$ cat src/rtl/rr_multi_priority_finder_pkg.sv
// rtl/rr_multi_priority_finder_pkg.sv - shared types and helpers for the multi-grant priority finder
// Contents:
//   idx_width(w) : index width for a w-entry vector, never below 1
//   rr_mode_e    : search mode (fixed start at 0, or rotating pointer)
//   grant_ch_t   : one grant channel {valid, index}; index is wide enough for any supported WIDTH
package priority_pkg;

  localparam int IDX_MAX_W = 16;

  function automatic int idx_width(input int w);
    return ($clog2(w) < 1) ? 1 : $clog2(w);
  endfunction

  typedef enum logic {
    RR_FIXED  = 1'b0,
    RR_ROTATE = 1'b1
  } rr_mode_e;

  typedef struct packed {
    logic                 valid;
    logic [IDX_MAX_W-1:0] index;
  } grant_ch_t;

endpackage

$ cat src/rtl/rr_multi_priority_finder_if.sv
// rtl/rr_multi_priority_finder_if.sv - request/grant bundle between requesters, consumer and finder
// Signals:
//   flush       : drop the grant stage, no capture this cycle
//   req         : request bits
//   req_accept  : requests captured this cycle (combinational)
//   out_ready   : consumer takes the grant stage
//   out_valid   : grant stage holds at least one grant
//   grant_valid : per-channel valid, thermometer from channel 0
//   grant_index : per-channel granted index
//   ptr         : current search start
// Modports: master = requester/consumer side, slave = finder side.
interface rr_multi_priority_finder_if #(
  parameter int WIDTH     = 16,
  parameter int GRANT_NUM = 2
) ();
  import priority_pkg::*;

  localparam int IW = idx_width(WIDTH);

  logic                         flush;
  logic [WIDTH-1:0]             req;
  logic [WIDTH-1:0]             req_accept;
  logic                         out_ready;
  logic                         out_valid;
  logic [GRANT_NUM-1:0]         grant_valid;
  logic [GRANT_NUM-1:0][IW-1:0] grant_index;
  logic [IW-1:0]                ptr;

  modport master (
    output flush, req, out_ready,
    input  req_accept, out_valid, grant_valid, grant_index, ptr
  );

  modport slave (
    input  flush, req, out_ready,
    output req_accept, out_valid, grant_valid, grant_index, ptr
  );

endinterface

$ cat src/rtl/rr_multi_priority_finder_rotated_first_finder.sv
// rtl/rr_multi_priority_finder_rotated_first_finder.sv - first set bit at or after a start index, wrapping
// Ports:
//   mask  : candidate bits
//   start : index where the search begins
//   index : first set bit in order start, start+1, ... (mod WIDTH); 0 when none
//   found : at least one bit of mask is set
module rotated_first_finder
  import priority_pkg::*;
#(
  parameter int WIDTH = 16
) (
  input  logic [WIDTH-1:0]            mask,
  input  logic [idx_width(WIDTH)-1:0] start,
  output logic [idx_width(WIDTH)-1:0] index,
  output logic                        found
);
  localparam int IW = idx_width(WIDTH);

  logic [IW-1:0] pos;

  // Walk offsets from farthest to nearest so the nearest hit is the last write.
  // WIDTH is a power of two, so IW-bit overflow of start+offset is exactly mod WIDTH.
  always_comb begin
    index = '0;
    found = 1'b0;
    pos   = '0;
    for (int i = WIDTH - 1; i >= 0; i--) begin
      pos = start + IW'(i);
      if (mask[pos]) begin
        index = pos;
        found = 1'b1;
      end
    end
  end

endmodule

$ cat src/rtl/rr_multi_priority_finder.sv
// rtl/rr_multi_priority_finder.sv - picks up to GRANT_NUM requests per cycle into a registered grant stage
// Ports:
//   clk : clock
//   rst : synchronous reset, active high
//   bus : slave side of rr_multi_priority_finder_if (req/accept, grant stage, ptr)
module rr_multi_priority_finder
  import priority_pkg::*;
#(
  parameter int WIDTH       = 16,
  parameter int GRANT_NUM   = 2,
  parameter int ROUND_ROBIN = 1
) (
  input  logic                     clk,
  input  logic                     rst,
  rr_multi_priority_finder_if.slave bus
);
  localparam int       IW   = idx_width(WIDTH);
  localparam rr_mode_e MODE = (ROUND_ROBIN != 0) ? RR_ROTATE : RR_FIXED;

  logic [IW-1:0]                ptr_q, ptr_d;
  logic                         out_valid_q, out_valid_d;
  logic [GRANT_NUM-1:0]         grant_valid_q, grant_valid_d;
  logic [GRANT_NUM-1:0][IW-1:0] grant_index_q, grant_index_d;

  logic [IW-1:0]                   search_start;
  logic [GRANT_NUM-1:0][WIDTH-1:0] stage_mask;
  logic [GRANT_NUM-1:0]            found;
  logic [GRANT_NUM-1:0][IW-1:0]    found_index;
  logic [WIDTH-1:0]                chosen;
  logic [IW-1:0]                   last_index;
  logic                            load;
  logic                            capture;

  assign search_start  = (MODE == RR_ROTATE) ? ptr_q : '0;
  assign stage_mask[0] = bus.req;

  // Every stage searches from the same start; removing each earlier winner
  // from the mask makes stage k land on the k-th set bit in search order.
  for (genvar k = 0; k < GRANT_NUM; k++) begin : g_stage
    rotated_first_finder #(
      .WIDTH (WIDTH)
    ) u_finder (
      .mask  (stage_mask[k]),
      .start (search_start),
      .index (found_index[k]),
      .found (found[k])
    );

    if (k < GRANT_NUM - 1) begin : g_mask
      assign stage_mask[k+1] = found[k]
                             ? (stage_mask[k] & ~(WIDTH'(1) << found_index[k]))
                             : stage_mask[k];
    end
  end

  always_comb begin
    chosen     = '0;
    last_index = '0;
    for (int k = 0; k < GRANT_NUM; k++) begin
      if (found[k]) begin
        chosen[found_index[k]] = 1'b1;
        last_index             = found_index[k];
      end
    end
  end

  // An empty stage always loads; out_ready only matters while a grant is held.
  assign load           = ~out_valid_q | bus.out_ready;
  assign capture        = load & ~bus.flush & ~rst;
  assign bus.req_accept = capture ? chosen : '0;

  always_comb begin
    ptr_d         = ptr_q;
    out_valid_d   = out_valid_q;
    grant_valid_d = grant_valid_q;
    grant_index_d = grant_index_q;
    if (bus.flush) begin
      out_valid_d   = 1'b0;
      grant_valid_d = '0;
      grant_index_d = '0;
    end else if (load) begin
      out_valid_d   = |found;
      grant_valid_d = found;
      for (int k = 0; k < GRANT_NUM; k++) begin
        grant_index_d[k] = found[k] ? found_index[k] : '0;
      end
      if ((MODE == RR_ROTATE) && (|found)) begin
        ptr_d = last_index + IW'(1);
      end
    end
  end

  always_ff @(posedge clk) begin
    if (rst) begin
      ptr_q         <= '0;
      out_valid_q   <= 1'b0;
      grant_valid_q <= '0;
      grant_index_q <= '0;
    end else begin
      ptr_q         <= ptr_d;
      out_valid_q   <= out_valid_d;
      grant_valid_q <= grant_valid_d;
      grant_index_q <= grant_index_d;
    end
  end

  assign bus.ptr         = ptr_q;
  assign bus.out_valid   = out_valid_q;
  assign bus.grant_valid = grant_valid_q;
  assign bus.grant_index = grant_index_q;

endmodule

$ cat src/flat_wrapper.sv
// flat-port wrapper written by rule: the top's interface ports become plain ports
module rr_multi_priority_finder_flat import priority_pkg::*;
#(
  parameter int WIDTH       = 16,
  parameter int GRANT_NUM   = 2,
  parameter int ROUND_ROBIN = 1
)
  (clk, rst, bus_flush, bus_req, bus_out_ready, bus_req_accept, bus_out_valid, bus_grant_valid, bus_grant_index, bus_ptr);
  rr_multi_priority_finder_if #(.WIDTH(WIDTH), .GRANT_NUM(GRANT_NUM)) bus_i ();
  input  logic clk;
  input  logic rst;
  input wire logic [$bits(bus_i.flush)-1:0] bus_flush;
  input wire logic [$bits(bus_i.req)-1:0] bus_req;
  input wire logic [$bits(bus_i.out_ready)-1:0] bus_out_ready;
  output wire logic [$bits(bus_i.req_accept)-1:0] bus_req_accept;
  output wire logic [$bits(bus_i.out_valid)-1:0] bus_out_valid;
  output wire logic [$bits(bus_i.grant_valid)-1:0] bus_grant_valid;
  output wire logic [$bits(bus_i.grant_index)-1:0] bus_grant_index;
  output wire logic [$bits(bus_i.ptr)-1:0] bus_ptr;
  assign bus_i.flush = bus_flush;
  assign bus_i.req = bus_req;
  assign bus_i.out_ready = bus_out_ready;
  assign bus_req_accept = bus_i.req_accept;
  assign bus_out_valid = bus_i.out_valid;
  assign bus_grant_valid = bus_i.grant_valid;
  assign bus_grant_index = bus_i.grant_index;
  assign bus_ptr = bus_i.ptr;
  rr_multi_priority_finder #(.WIDTH(WIDTH), .GRANT_NUM(GRANT_NUM), .ROUND_ROBIN(ROUND_ROBIN)) u_core (.clk(clk), .rst(rst), .bus(bus_i));
endmodule
$ cat config.mk
export PLATFORM = sky130hd
export DESIGN_NAME = rr_multi_priority_finder_flat
export DESIGN_NICKNAME = d
export VERILOG_FILES = /design/src/rtl/rr_multi_priority_finder_pkg.sv /design/src/rtl/rr_multi_priority_finder_if.sv /design/src/rtl/rr_multi_priority_finder_rotated_first_finder.sv /design/src/rtl/rr_multi_priority_finder.sv /design/src/flat_wrapper.sv
export SDC_FILE = /design/constraint.sdc
export NUM_CORES = 1
export LEC_CHECK = 0
export ABC_AREA = 1
export CORE_UTILIZATION = 37
export CTS_CLUSTER_DIAMETER = 30
export CTS_CLUSTER_SIZE = 20
export DETAILED_ROUTE_END_ITERATION = 10
export HOLD_SLACK_MARGIN = 0.02
export SYNTH_ARGS = -nofsm -noshare
export SYNTH_HDL_FRONTEND = slang
export SYNTH_SLANG_ARGS = --single-unit
$ cat constraint.sdc
create_clock -name clk -period 8.25 [get_ports clk]
set_input_delay 1.65 -clock clk [delete_from_list [all_inputs] [get_ports clk]]
set_output_delay 1.65 -clock clk [all_outputs]
set_load 0.03 [all_outputs]
* Word level (Yosys, flattened, before mapping)
Cells that the tools add are included.
W data, S select, Z words.
** Word-level totals
- Input port bits :: 20
- Output and inout port bits :: 31
- Flip-flop bits (word level) :: 15
- Word-level logic and storage cells :: 195
** Cells by class
- Shifts and indexed selects :: 1
- Bitwise logic cells :: 9
- Add/sub/neg operators :: 16
- Reductions and logical operators :: 5
- Mux-type cells :: 139
- $lt $le $gt $ge :: 20
** Operator list (count)
- $mux W4 :: 35
- $bmux W1 S4 :: 32
- $lt A4 B5 Y1 const B :: 18
- $mux W1 :: 66
- $mux W16 :: 4
- $add A4 B4 Y4 const B :: 8
- $add A4 B3 Y4 const B :: 4
- $and A16 B16 Y16 :: 1
- $not A16 Y16 :: 1
- $or A16 B16 Y16 :: 1
- $shl A1 B4 Y16 const A :: 1
- $add A4 B1 Y4 const B :: 2
- $add A4 B2 Y4 const B :: 2
- $demux W1 S4 :: 2
- $ge A4 B1 Y1 const B :: 2
- $reduce_or A2 Y1 :: 2
- $not A1 Y1 :: 3
- $reduce_and A3 Y1 :: 1
- $and A1 B1 Y1 :: 2
- $logic_and A1 B1 Y1 :: 2
- $or A1 B1 Y1 :: 1

* Depth between registers and ports, before layout
Gate-level depths: netlist of run 1.
- Depth in word-level cells :: 48
- Mapped depth :: 61
- Mapped depth without buffers :: 56

* Hierarchy
Synthesis of run 1 repeated with hierarchy kept, for this count alone.
** Unflattened totals
- Cells, all modules :: 919
- Area total of the unflattened synthesis :: 4566.9 um2
** Modules (own cells, without submodules)
- rotated_first_finder :: times used 2, area each 1720.4 um2, cells each 364
- rr_multi_priority_finder :: times used 1, area each 1126.1 um2, cells each 191

* Worst setup path before layout of run 1
No wires, ideal clock.
- Path type :: reg2out
- Start point :: register u_core.ptr_q[1] (netlist: u_core.bus.ptr[1])
- End point :: output bus_req_accept[7]
- Data arrival time :: 5.610 ns
- Cell stages (with the launch flop) :: 58
- Path buffers :: 4
- Setup slack :: 0.990 ns
- Data required time :: 6.600 ns
- Cells stage by stage :: dfxtp_1 -> inv_1 -> clkbuf_1 -> buf_1 -> ha_1 -> buf_2 -> inv_1 -> buf_2 -> nand3_1 -> nand3_1 -> nand2_1 -> nand2_2 -> nand2_4 -> nor2_1 -> nand2_1 -> nand2_1 -> nand2_1 -> nand3_1 -> (+22 left out) -> nand3_1 -> nand2_1 -> nand2_1 -> nand2_1 -> nand2_1 -> nand2_1 -> nand2_1 -> nand2_1 -> nand2_1 -> nand2_1 -> nand2_1 -> nand2_1 -> nand2_1 -> nand2_2 -> inv_2 -> nor2_4 -> nand2_1 -> a21oi_1
** Between the ends
- Longest elaborated chain between the ends :: 48
** Ends and longest elaborated chain
- start, declared :: RTL line rr_multi_priority_finder.sv:20 : logic [IW-1:0] ptr_q, ptr_d;
- start signal, assigned :: RTL line rr_multi_priority_finder.sv:100 : ptr_q <= ptr_d;
- $add A4 B4 Y4 :: RTL line rr_multi_priority_finder_rotated_first_finder.sv:28 : pos = start + IW'(i);
- $bmux W1 S4 :: RTL line rr_multi_priority_finder_rotated_first_finder.sv:29 : if (mask[pos]) begin
- $mux W1 (implied by the code) :: RTL line rr_multi_priority_finder_rotated_first_finder.sv:29
- $mux W4 (16 in series) :: RTL line rr_multi_priority_finder_rotated_first_finder.sv:29
- $shl A1 B4 Y16 :: RTL line rr_multi_priority_finder.sv:51 : ? (stage_mask[k] & ~(WIDTH'(1) << found_index[k]))
- $not A16 Y16 :: RTL line rr_multi_priority_finder.sv:51
- $and A16 B16 Y16 :: RTL line rr_multi_priority_finder.sv:51
- $mux W16 :: RTL line rr_multi_priority_finder.sv:51
- (+2 left out)
- $mux W4 (16 in series) :: RTL line rr_multi_priority_finder_rotated_first_finder.sv:29
- $lt A4 B5 Y1 (implied by the code) or $ge A4 B1 Y1 (tied branches) :: RTL line rr_multi_priority_finder.sv:61 : chosen[found_index[k]] = 1'b1;
- $logic_and A1 B1 Y1 (implied by the code) :: RTL line rr_multi_priority_finder.sv:61
- $mux W1 (implied by the code) :: RTL line rr_multi_priority_finder.sv:61
- $demux W1 S4
- $or A16 B16 Y16 (no line)
- $mux W16 (*) :: RTL line rr_multi_priority_finder.sv:60 : if (found[k]) begin
- $mux W16 (*) :: RTL line rr_multi_priority_finder.sv:70 : assign bus.req_accept = capture ? chosen : '0;
- end, declared :: RTL line flat_wrapper.sv:15 : output wire logic [$bits(bus_i.req_accept)-1:0] bus_req_accept;
Every way passes the cells marked *; elsewhere a longest branch is shown, timed or not. The select of a mux whose other input is x is not followed.

* Final worst setup path of run 1
- Start point :: input bus_req[4]
- End point :: output bus_req_accept[0]
** Between the ends
- Longest elaborated chain between the ends :: 47
** Ends and longest elaborated chain
- start, declared :: RTL line flat_wrapper.sv:13 : input wire logic [$bits(bus_i.req)-1:0] bus_req;
- $bmux W1 S4 :: RTL line rr_multi_priority_finder_rotated_first_finder.sv:29
- $mux W1 (implied by the code) :: RTL line rr_multi_priority_finder_rotated_first_finder.sv:29
- $mux W4 (16 in series) :: RTL line rr_multi_priority_finder_rotated_first_finder.sv:29
- $shl A1 B4 Y16 :: RTL line rr_multi_priority_finder.sv:51
- $not A16 Y16 :: RTL line rr_multi_priority_finder.sv:51
- $and A16 B16 Y16 :: RTL line rr_multi_priority_finder.sv:51
- $mux W16 :: RTL line rr_multi_priority_finder.sv:51
- $bmux W1 S4 :: RTL line rr_multi_priority_finder_rotated_first_finder.sv:29
- $mux W1 (implied by the code) :: RTL line rr_multi_priority_finder_rotated_first_finder.sv:29
- $mux W4 (16 in series) :: RTL line rr_multi_priority_finder_rotated_first_finder.sv:29
- $lt A4 B5 Y1 (implied by the code) or $ge A4 B1 Y1 (tied branches) :: RTL line rr_multi_priority_finder.sv:61
- $logic_and A1 B1 Y1 (implied by the code) :: RTL line rr_multi_priority_finder.sv:61
- $mux W1 (implied by the code) :: RTL line rr_multi_priority_finder.sv:61
- $demux W1 S4
- $or A16 B16 Y16 (no line)
- $mux W16 (*) :: RTL line rr_multi_priority_finder.sv:60
- $mux W16 (*) :: RTL line rr_multi_priority_finder.sv:70
Marks and branches as above.

==> results of run 1 <==
-- synth_stat cells (5+ instances only) --
| cell type | number |
|---|---|
| nand2_1 | 328 |
| nand3_1 | 166 |
| a21oi_1 | 88 |
| inv_1 | 62 |
| nor2_1 | 23 |
| nand2_2 | 21 |
| dfxtp_1 | 15 |
| inv_2 | 13 |
| nor2_2 | 12 |
| buf_2 | 11 |
| o21ai_0 | 11 |
| ha_1 | 8 |
| o21ai_1 | 8 |
| clkbuf_1 | 7 |
| nand2_4 | 7 |
| buf_1 | 5 |
| nor2_4 | 5 |
-- cells by family after synthesis --
family	share of synthesized area
compound gates	0.156
xor+xnor	0.0298
fa+ha+maj	0.0234
buf+inv	0.109
flops	0.0702
simple gates	0.612
-- cell type report --
type	instances	share of cell area
clock buffer	3	0.0138
multi-input combinational	718	0.714
timing repair buffer	81	0.128
sequential	15	0.0553
tap	140	0.0323
inverter	79	0.0558
clock inverter	1	0.00138
-- routing by layer --
layer	share of wire	up-vias
li1	-	2873
met1	0.44	2681
met2	0.46	241
met3	0.064	40
met4	0.037	0
met5	0	-
-- metrics by stage --
step                      area, sq um  cells   util  setup TNS, ns  worst slack [ns]
after floorplan                  4280    842      -              0             0.990
after global placement           4900   1023  0.445        -0.0201           -0.0201
after detailed placement         4900   1023  0.445        -0.0152           -0.0152
after CTS                        5010   1027  0.454              0          0.000752
after global routing             5430   1037  0.492         -0.309           -0.0802
final                            5430   1037  0.492              0             0.321
-- state kept, by name (all words and copies together), names as in the netlist --
| name | count |
|---|---|
| u_core.bus.grant_index | 8 |
| u_core.bus.ptr | 4 |
| u_core.bus.out_valid | 1 |
| u_core.bus.grant_valid | 2 |
-- worst paths after layout --
check / from / endpoint / slack, ns / depth (start not counted)
setup reg to reg: u_core.bus.ptr[1] / u_core.bus.ptr[2] / 2.13 / 52
hold / removal: u_core.bus.grant_valid[0] / u_core.bus.grant_valid[0] / 0.47 / 2
hold reg to reg: u_core.bus.grant_valid[0] / u_core.bus.grant_valid[0] / 0.47 / 2
setup / recovery: bus_req[4] / bus_req_accept[0] / 0.32 / 51
-- tightest hold or removal path: stages (launching register included) --
cell     delay, ns
dfxtp_1       0.31
nand2_1       0.06
a21oi_1       0.05
-- what timing repair did --
item                                   in CTS  in global routing
buffers inserted                            0                 10
endpoints found under the hold margin       0                  0
setup endpoints to repair                   3                 16
pin swaps                                   0                 26
resized for setup                           6                111
==> results by group, run 1 <==
Job
  • Max-cap violations: 0

Global routing
  • First-pass GRT wire length: 25600 um
  • Grt ovf: 0
  • Vias in the first global route: 5019
  • Met3 GRT Util: 0.0178
  • Met1 capacity usage during global routing: 0.380
  • Largest net degree at the start of global routing: 39
  • Gr usage total: 0.279
  • GRT busiest layer: met2
  • Initial antenna violation count: 0
  • Met2 Usage GRT: 0.460

Clocking
  • Skew-Pair Late Insertion Delay: 0.25 ns
  • Num CTS Buffers: 3
  • Clock buffer depth: 2
  • Root buffer cell: clkbuf_16
  • CTS H-Tree Depth: 1
  • CTS tree: done
  • Clk slew on worst S/H paths: 0.05 ns
  • Hold-fix buffers at CTS: 0
  • Clock sink count: 15

Setup path
  • Worst EP arrival: 6.28 ns
  • Max stage delay on crit path: 0.34 ns
  • Setup CP Type: input pin to primary output
  • CP startpoint kind: input pin
  • Slowest stage cell, crit path: a21oi_4
  • Family with the most delay on the worst path: simple AND/OR/NAND/NOR gates
  • CP max FO: 7
  • WP buf/inv: 3
  • CP dominant cell by count: nand2_1
  • Worst Setup End Kind: primary output
  • Critical path required time: 6.60 ns

Route
  • Routed Wire Length: 17100 um
  • Via density per instance: 5.63
  • Drt first pass iters: 5
  • DRC: 0
  • Routed WL per cell: 16.5 um
  • DRT iter0 DRCs: 649
  • Routed Antenna Nets: 0
  • Routed via count: 5835

STA
  • Final hold vios: 0
  • Fin Hold WS: 0.473 ns
  • Minimum clock period: 7.93 ns
  • FMAX: 126 MHz
  • Slew @ Worst Pin: 0.962 ns
  • # setup viols final: 0
  • Clock skew: 0.00754 ns
  • Final Cycle Share: 0.961
  • Final max-slew violation count: 0
  • Slew HR: 0.355

Layout
  • Fill cell count: 1220
  • Layout cells sized above 1: 0.231
  • Reg area: 300 sq um
  • Layout net count: 926
  • Diodes inserted: 0
  • Commonest cells after routing, fill and taps aside: 293 x nand2_1, 138 x nand3_1, 83 x a21oi_1
  • Footprint of the multi-input gates: 3870 sq um
  • Area delta synth->final: 26.8%
  • Commonest non-fill, non-tap cell in the layout: nand2_1

Logic synthesis
  • Dominant synthesized flop cell: dfxtp_1
  • Post-synth top area share: 0.288
  • Synth Net Count: 870
  • Async SR Flop Fraction: 0
  • Average size of a mapped cell: 5.08 sq um
  • Area leader, netlist: nand2_1
  • FF+latch count, synth: 15
  • Mapped cell area: 4280 sq um
  • Post-Synthesis Cells: 842
  • Register area share after synthesis: 0.0702
  • Number of synthesized flops with an enable pin: 0
  • Yosys warnings: 0
  • Yosys cell types: 41
  • Top post-synthesis cells by area: nand2_1 29%, nand3_1 19%, a21oi_1 10%, dfxtp_1 7.0%, inv_1 5.4%

Placed design
  • DP HPWL: 13100 um
  • Placer congestion estimate: 0.985
  • IO buf count: 50

Die
  • Row Count: 38
  • Core Region: 11000 sq um
  • Initial Util: 0.388
  • DIE AREA: 12000 sq um
  • Die height: 110 um
  • # IOs: 51
  • Chip width: 110 um

Status
  • Status: completed

Worst hold path
  • HP Class: register to register
Power of run 1 is left out: the tool's default activity adds up to more than one toggle a clock period on the data nets, which glitch-free logic cannot reach.
==> run 2: changes to the inputs <==
CORE_MARGIN = 5   (was not set)
DONT_BUFFER_PORTS = 1   (was not set)
==> run 2 against run 1 <==
Compared with the run above:
- clock skew is 0.0059 ns lower
- clock-buffer cell count unchanged
- sequential share of layout area grew 1.0 points
- critical endpoint is now bus_req_accept[14]
==> results by group, run 2 (synthesis results as in run 1) <==
Status
  • Status: completed

Global routing
  • Gr usage total: 0.225 (-0.0536)
  • Vias in the first global route: 4888 (-2.6%)
  • Largest net degree at the start of global routing: 39 (unchanged)
  • First-pass GRT wire length: 25800 um (+0.57%)
  • Initial antenna violation count: 0 (unchanged)
  • Grt ovf: 0 (unchanged)

Die
  • Row Count: 39 (+2.6%)
  • Chip width: 118 um (+7.3%)
  • DIE AREA: 13800 sq um (+15%)
  • Core Region: 11400 sq um (+3.1%)
  • # IOs: 51 (unchanged)
  • Die height: 118 um (+7.3%)
  • Initial Util: 0.376 (-0.0116)

Setup path
  • Setup CP Type: input pin to primary output
  • Worst EP arrival: 6.11 ns (-0.17 ns)
  • Critical path required time: 6.60 ns (about the same)
  • CP startpoint kind: input pin
  • Slowest stage cell, crit path: o21bai_1
  • Worst Setup End Kind: primary output
  • Max stage delay on crit path: 0.30 ns (-0.04 ns)
  • CP max FO: 6 (-1)
  • CP dominant cell by count: nand2_1

Route
  • DRT iter0 DRCs: 870 (+34%)
  • Drt first pass iters: 6 (+1)
  • Routed WL per cell: 16.7 um (+1.2%)
  • Routed Wire Length: 16500 um (-3.6%)
  • DRC: 0 (unchanged)
  • Via density per instance: 5.76 (+2.4%)
  • Routed via count: 5691 (-2.5%)
  • Routed Antenna Nets: 0 (unchanged)

Placed design
  • Placed Area: 4510 sq um (-8.1%)
  • IO buf count: 0 (-100%)
  • Setup WS pre-CTS: 0.610 ns (+0.625 ns)
  • DP HPWL: 12700 um (-2.7%)
  • Placer congestion estimate: 1.01 (+2.8%)

Layout
  • Fill cell count: 1273 (+4.3%)
  • Layout net count: 874 (-5.6%)
  • Commonest non-fill, non-tap cell in the layout: nand2_1
  • Final Instance Area: 4610 sq um (-15%)
  • Final Util: 0.405 (-0.0869)
  • Layout cells sized above 1: 0.131 (-0.0994)
  • Diodes inserted: 0 (unchanged)
  • Area delta synth->final: 7.66%
  • Commonest cells after routing, fill and taps aside: 327 x nand2_1, 166 x nand3_1, 88 x a21oi_1
  • Max FFs per register: 8 (unchanged)

Clocking
  • Num CTS Buffers: 3 (unchanged)
  • Root buffer cell: clkbuf_16
  • CTS H-Tree Depth: 1 (unchanged)
  • Skew-Pair Late Insertion Delay: 0.25 ns (about the same)
  • CTS tree: done
  • Clock buffer depth: 2 (unchanged)
  • Clk slew on worst S/H paths: 0.05 ns (about the same)
  • Clock sink count: 15 (unchanged)
  • Hold-fix buffers at CTS: 0 (unchanged)

Job
  • Max-cap violations: 0 (unchanged)

STA
  • Slew @ Worst Pin: 0.812 ns (-0.150 ns)
  • Final max-slew violation count: 0 (unchanged)
  • RSZ-0062 raised after global routing: no
  • Final hold vios: 0 (unchanged)
  • # setup viols final: 0 (unchanged)
  • FMAX: 129 MHz (+2.2%)
  • Slew HR: 0.457 (+0.101)
  • Setup TNS: 0 ns (unchanged)
  • Final Cycle Share: 0.941 (-0.0205)
  • Minimum clock period: 7.76 ns (-0.169 ns)
  • Clock skew: 0.00168 ns (-0.00586 ns)
  • Fin worst setup slack: 0.490 ns (+0.169 ns)

Worst hold path
  • HP Class: register to register
-- run 2: what timing repair did --
item | in CTS | in global routing
buffers inserted | 0 | 0
endpoints found under the setup margin | 0 | 16
gates resized for setup | 0 | 3
-- run 2: through the flow --
stage	instances	hold slack (ns)
2_1_floorplan	842	0.594
3_3_place_gp	984	0.615
3_5_place_dp	984	0.615
4_1_cts	988	0.622
5_1_grt	988	0.652
6_report	988	0.622
-- run 2: final cells by class --
cell class	count	area, sq um	area share
multi-input combinational	718	3520	0.765
inverter	79	303	0.0657
sequential	15	302	0.0655
timing repair buffer	29	218	0.0473
tap	143	179	0.0388
clock buffer	3	75.1	0.0163
clock inverter	1	5.00	0.00109
-- run 2: worst paths after layout --
kind	startpoint	endpoint	slack (ns)	cells after the start
min reg2reg	u_core.bus.grant_index[2]	u_core.bus.grant_index[2]	0.62	2
min	u_core.bus.grant_index[2]	u_core.bus.grant_index[2]	0.62	2
max	bus_req[7]	bus_req_accept[14]	0.49	47
max reg2reg	u_core.bus.ptr[1]	u_core.bus.ptr[2]	2.34	53
-- run 2: critical path, delay by kind of cell --
kind,cells,cell delay (ns)
and+or+nand+nor,40,3.26
AOI/OAI and AO/OA,5,0.94
buffers and inverters,2,0.28
-- run 2: routing by layer --
layer | wire length (um) | track usage | up-vias
li1 | - | - | 2761
met4 | 654 | 0.0724 | 0
met3 | 1570 | 0.0211 | 55
met1 | 6870 | 0.316 | 2526
met5 | 0 | 0 | -
met2 | 7430 | 0.363 | 349
Power of run 2 is left out for the same reason.
==> run 3: changes to the inputs <==
CORE_MARGIN = not set   (was 5)
==> run 3 against run 2 <==
Compared with the run above:
- flip-flop and latch count unchanged
- final cell count down 0.20%
- first-iteration DRC count down 23%
- utilization up 1.3 points
- sequential share of layout area about the same
- clock-buffer cell count unchanged
- routed wire length down 1.4%
- via count down 0.26%
- non-clock buffer count up 1
- setup slack better by 0.0030 ns
- critical path type unchanged
- highest routed layer unchanged
==> results by group, run 3 (synthesis results as in run 1) <==
Status
  • Status: completed

Layout
  • Commonest non-fill, non-tap cell in the layout: nand2_1
  • Fill cell count: 1299 (+2.0%)
  • Commonest cells after routing, fill and taps aside: 327 x nand2_1, 166 x nand3_1, 87 x a21oi_1
  • Area delta synth->final: 7.78%
  • Final Util: 0.418 (+0.0129)
  • Max FFs per register: 8 (unchanged)
  • Layout cells sized above 1: 0.135 (+0.00339)
  • Layout net count: 875 (+0.11%)
  • Diodes inserted: 0 (unchanged)
  • Footprint of the multi-input gates: 3520 sq um (about the same)
  • Reg area: 302 sq um (unchanged)
  • Layout Cells excl Fill: 986 (-0.20%)

Setup path
  • Max stage delay on crit path: 0.20 ns (-0.10 ns)
  • CP dominant cell by count: nand2_1
  • Worst Setup End Kind: primary output
  • Critical path required time: 6.60 ns (about the same)
  • CP startpoint kind: input pin
  • Setup CP Type: input pin to primary output
  • Worst EP arrival: 6.11 ns (about the same)
  • Slowest stage cell, crit path: buf_4
  • CP max FO: 7 (+1)

Die
  • DIE AREA: 12000 sq um (-13%)
  • Die height: 110 um (-6.8%)
  • Chip width: 110 um (-6.8%)
  • Initial Util: 0.388 (+0.0116)
  • Core Region: 11000 sq um (-3.0%)
  • # IOs: 51 (unchanged)
  • Row Count: 38 (-2.6%)

Route
  • DRT iter0 DRCs: 674 (-23%)
  • Routed WL per cell: 16.5 um (-1.2%)
  • Routed via count: 5676 (-0.26%)
  • Wire length on met1: 6920 um (+0.77%)
  • DRC: 0 (unchanged)
  • Metal2 WL: 7160 um (-3.6%)
  • Drt first pass iters: 6 (unchanged)
  • Routed Antenna Nets: 0 (unchanged)
  • Max layer used: met4
  • WL met3: 1450 um (-7.6%)
  • Routed Wire Length: 16300 um (-1.4%)
  • Via density per instance: 5.76 (about the same)

Global routing
  • First-pass GRT wire length: 24900 um (-3.5%)
  • Grt ovf: 0 (unchanged)
  • Largest net degree at the start of global routing: 39 (unchanged)
  • Gr usage total: 0.271 (+0.0455)
  • Initial antenna violation count: 0 (unchanged)
  • Vias in the first global route: 4846 (-0.86%)

Placed design
  • Placed cells: 982 (-0.20%)
  • Setup WS pre-CTS: 0.598 ns (-0.0120 ns)
  • IO buf count: 0 (unchanged)
  • Placer congestion estimate: 0.986 (-2.6%)
  • DP HPWL: 12500 um (-1.4%)

STA
  • FMAX: 129 MHz (about the same)
  • Slew HR: 0.460 (+0.00334)
  • Minimum clock period: 7.76 ns (-0.00299 ns)
  • Setup TNS: 0 ns (unchanged)
  • RSZ-0062 raised after global routing: no
  • Final max-slew violation count: 0 (unchanged)
  • Final Cycle Share: 0.940 (about the same)
  • Final hold vios: 0 (unchanged)
  • Fin worst setup slack: 0.493 ns (+0.00299 ns)
  • Slew @ Worst Pin: 0.807 ns (-0.00499 ns)
  • Clock skew: 0.00421 ns (+0.00253 ns)
  • # setup viols final: 0 (unchanged)

Clocking
  • Skew-Pair Late Insertion Delay: 0.25 ns (about the same)
  • Num CTS Buffers: 3 (unchanged)
  • Post-CTS Setup Inserts: 0 (unchanged)
  • CTS H-Tree Depth: 1 (unchanged)
  • Clock sink count: 15 (unchanged)
  • Root buffer cell: clkbuf_16
  • CTS tree: done
  • Hold-fix buffers at CTS: 0 (unchanged)
  • Clock buffer depth: 2 (unchanged)
  • Clk slew on worst S/H paths: 0.06 ns (about the same)

Job
  • Max-cap violations: 0 (unchanged)

Worst hold path
  • HP Class: register to register
run 3: changes by cell type in the layout (fill, tap and decap cells not counted), sizes merged:
cell,change
buf,+1
clkinvlp,+1
clkinv,-1
run 3: path summary, 6_finish.rpt:
check | end | start | slack (ns) | cells after the start
max | bus_req_accept[11] | bus_req[1] | 0.49 | 52
min | u_core.bus.ptr[0] | u_core.bus.ptr[0] | 0.59 | 2
max reg2reg | u_core.bus.ptr[2] | u_core.bus.ptr[1] | 2.39 | 55
min reg2reg | u_core.bus.ptr[0] | u_core.bus.ptr[0] | 0.59 | 2
run 3: stage by stage:
stage | instance area (sq um) | hold slack [ns]
after floorplan | 4280 | 0.594
after global placement | 4510 | 0.577
after detailed placement | 4510 | 0.578
after CTS | 4590 | 0.584
after global routing | 4610 | 0.605
final | 4610 | 0.586
run 3: critical path: cells and delay by family:
family          cells  cell delay, ns
compound gates      1            0.15
simple gates       48            3.80
buf+inv             3            0.46
run 3: what timing repair did:
item | in CTS | in global routing
endpoints found under the hold margin | 0 | 0
endpoints found under the setup margin | 0 | 13
resized for setup | 0 | 4
run 3: layout make-up:
cell class / count / share of cell area
Clock buffer: 3 / 0.0163
Clock inverter: 1 / 0.00163
Inverter: 79 / 0.0657
Timing Repair Buffer: 30 / 0.0488
Multi-Input combinational cell: 718 / 0.764
Sequential cell: 15 / 0.0654
Tap cell: 140 / 0.0380
run 3: routing by layer:
metal / up-vias / GRT usage
met3: 60 / 0.0302
met2: 305 / 0.436
li1: 2769 / -
met5: - / 0
met1: 2542 / 0.363
met4: 0 / 0.119
Power of run 3 is left out for the same reason.
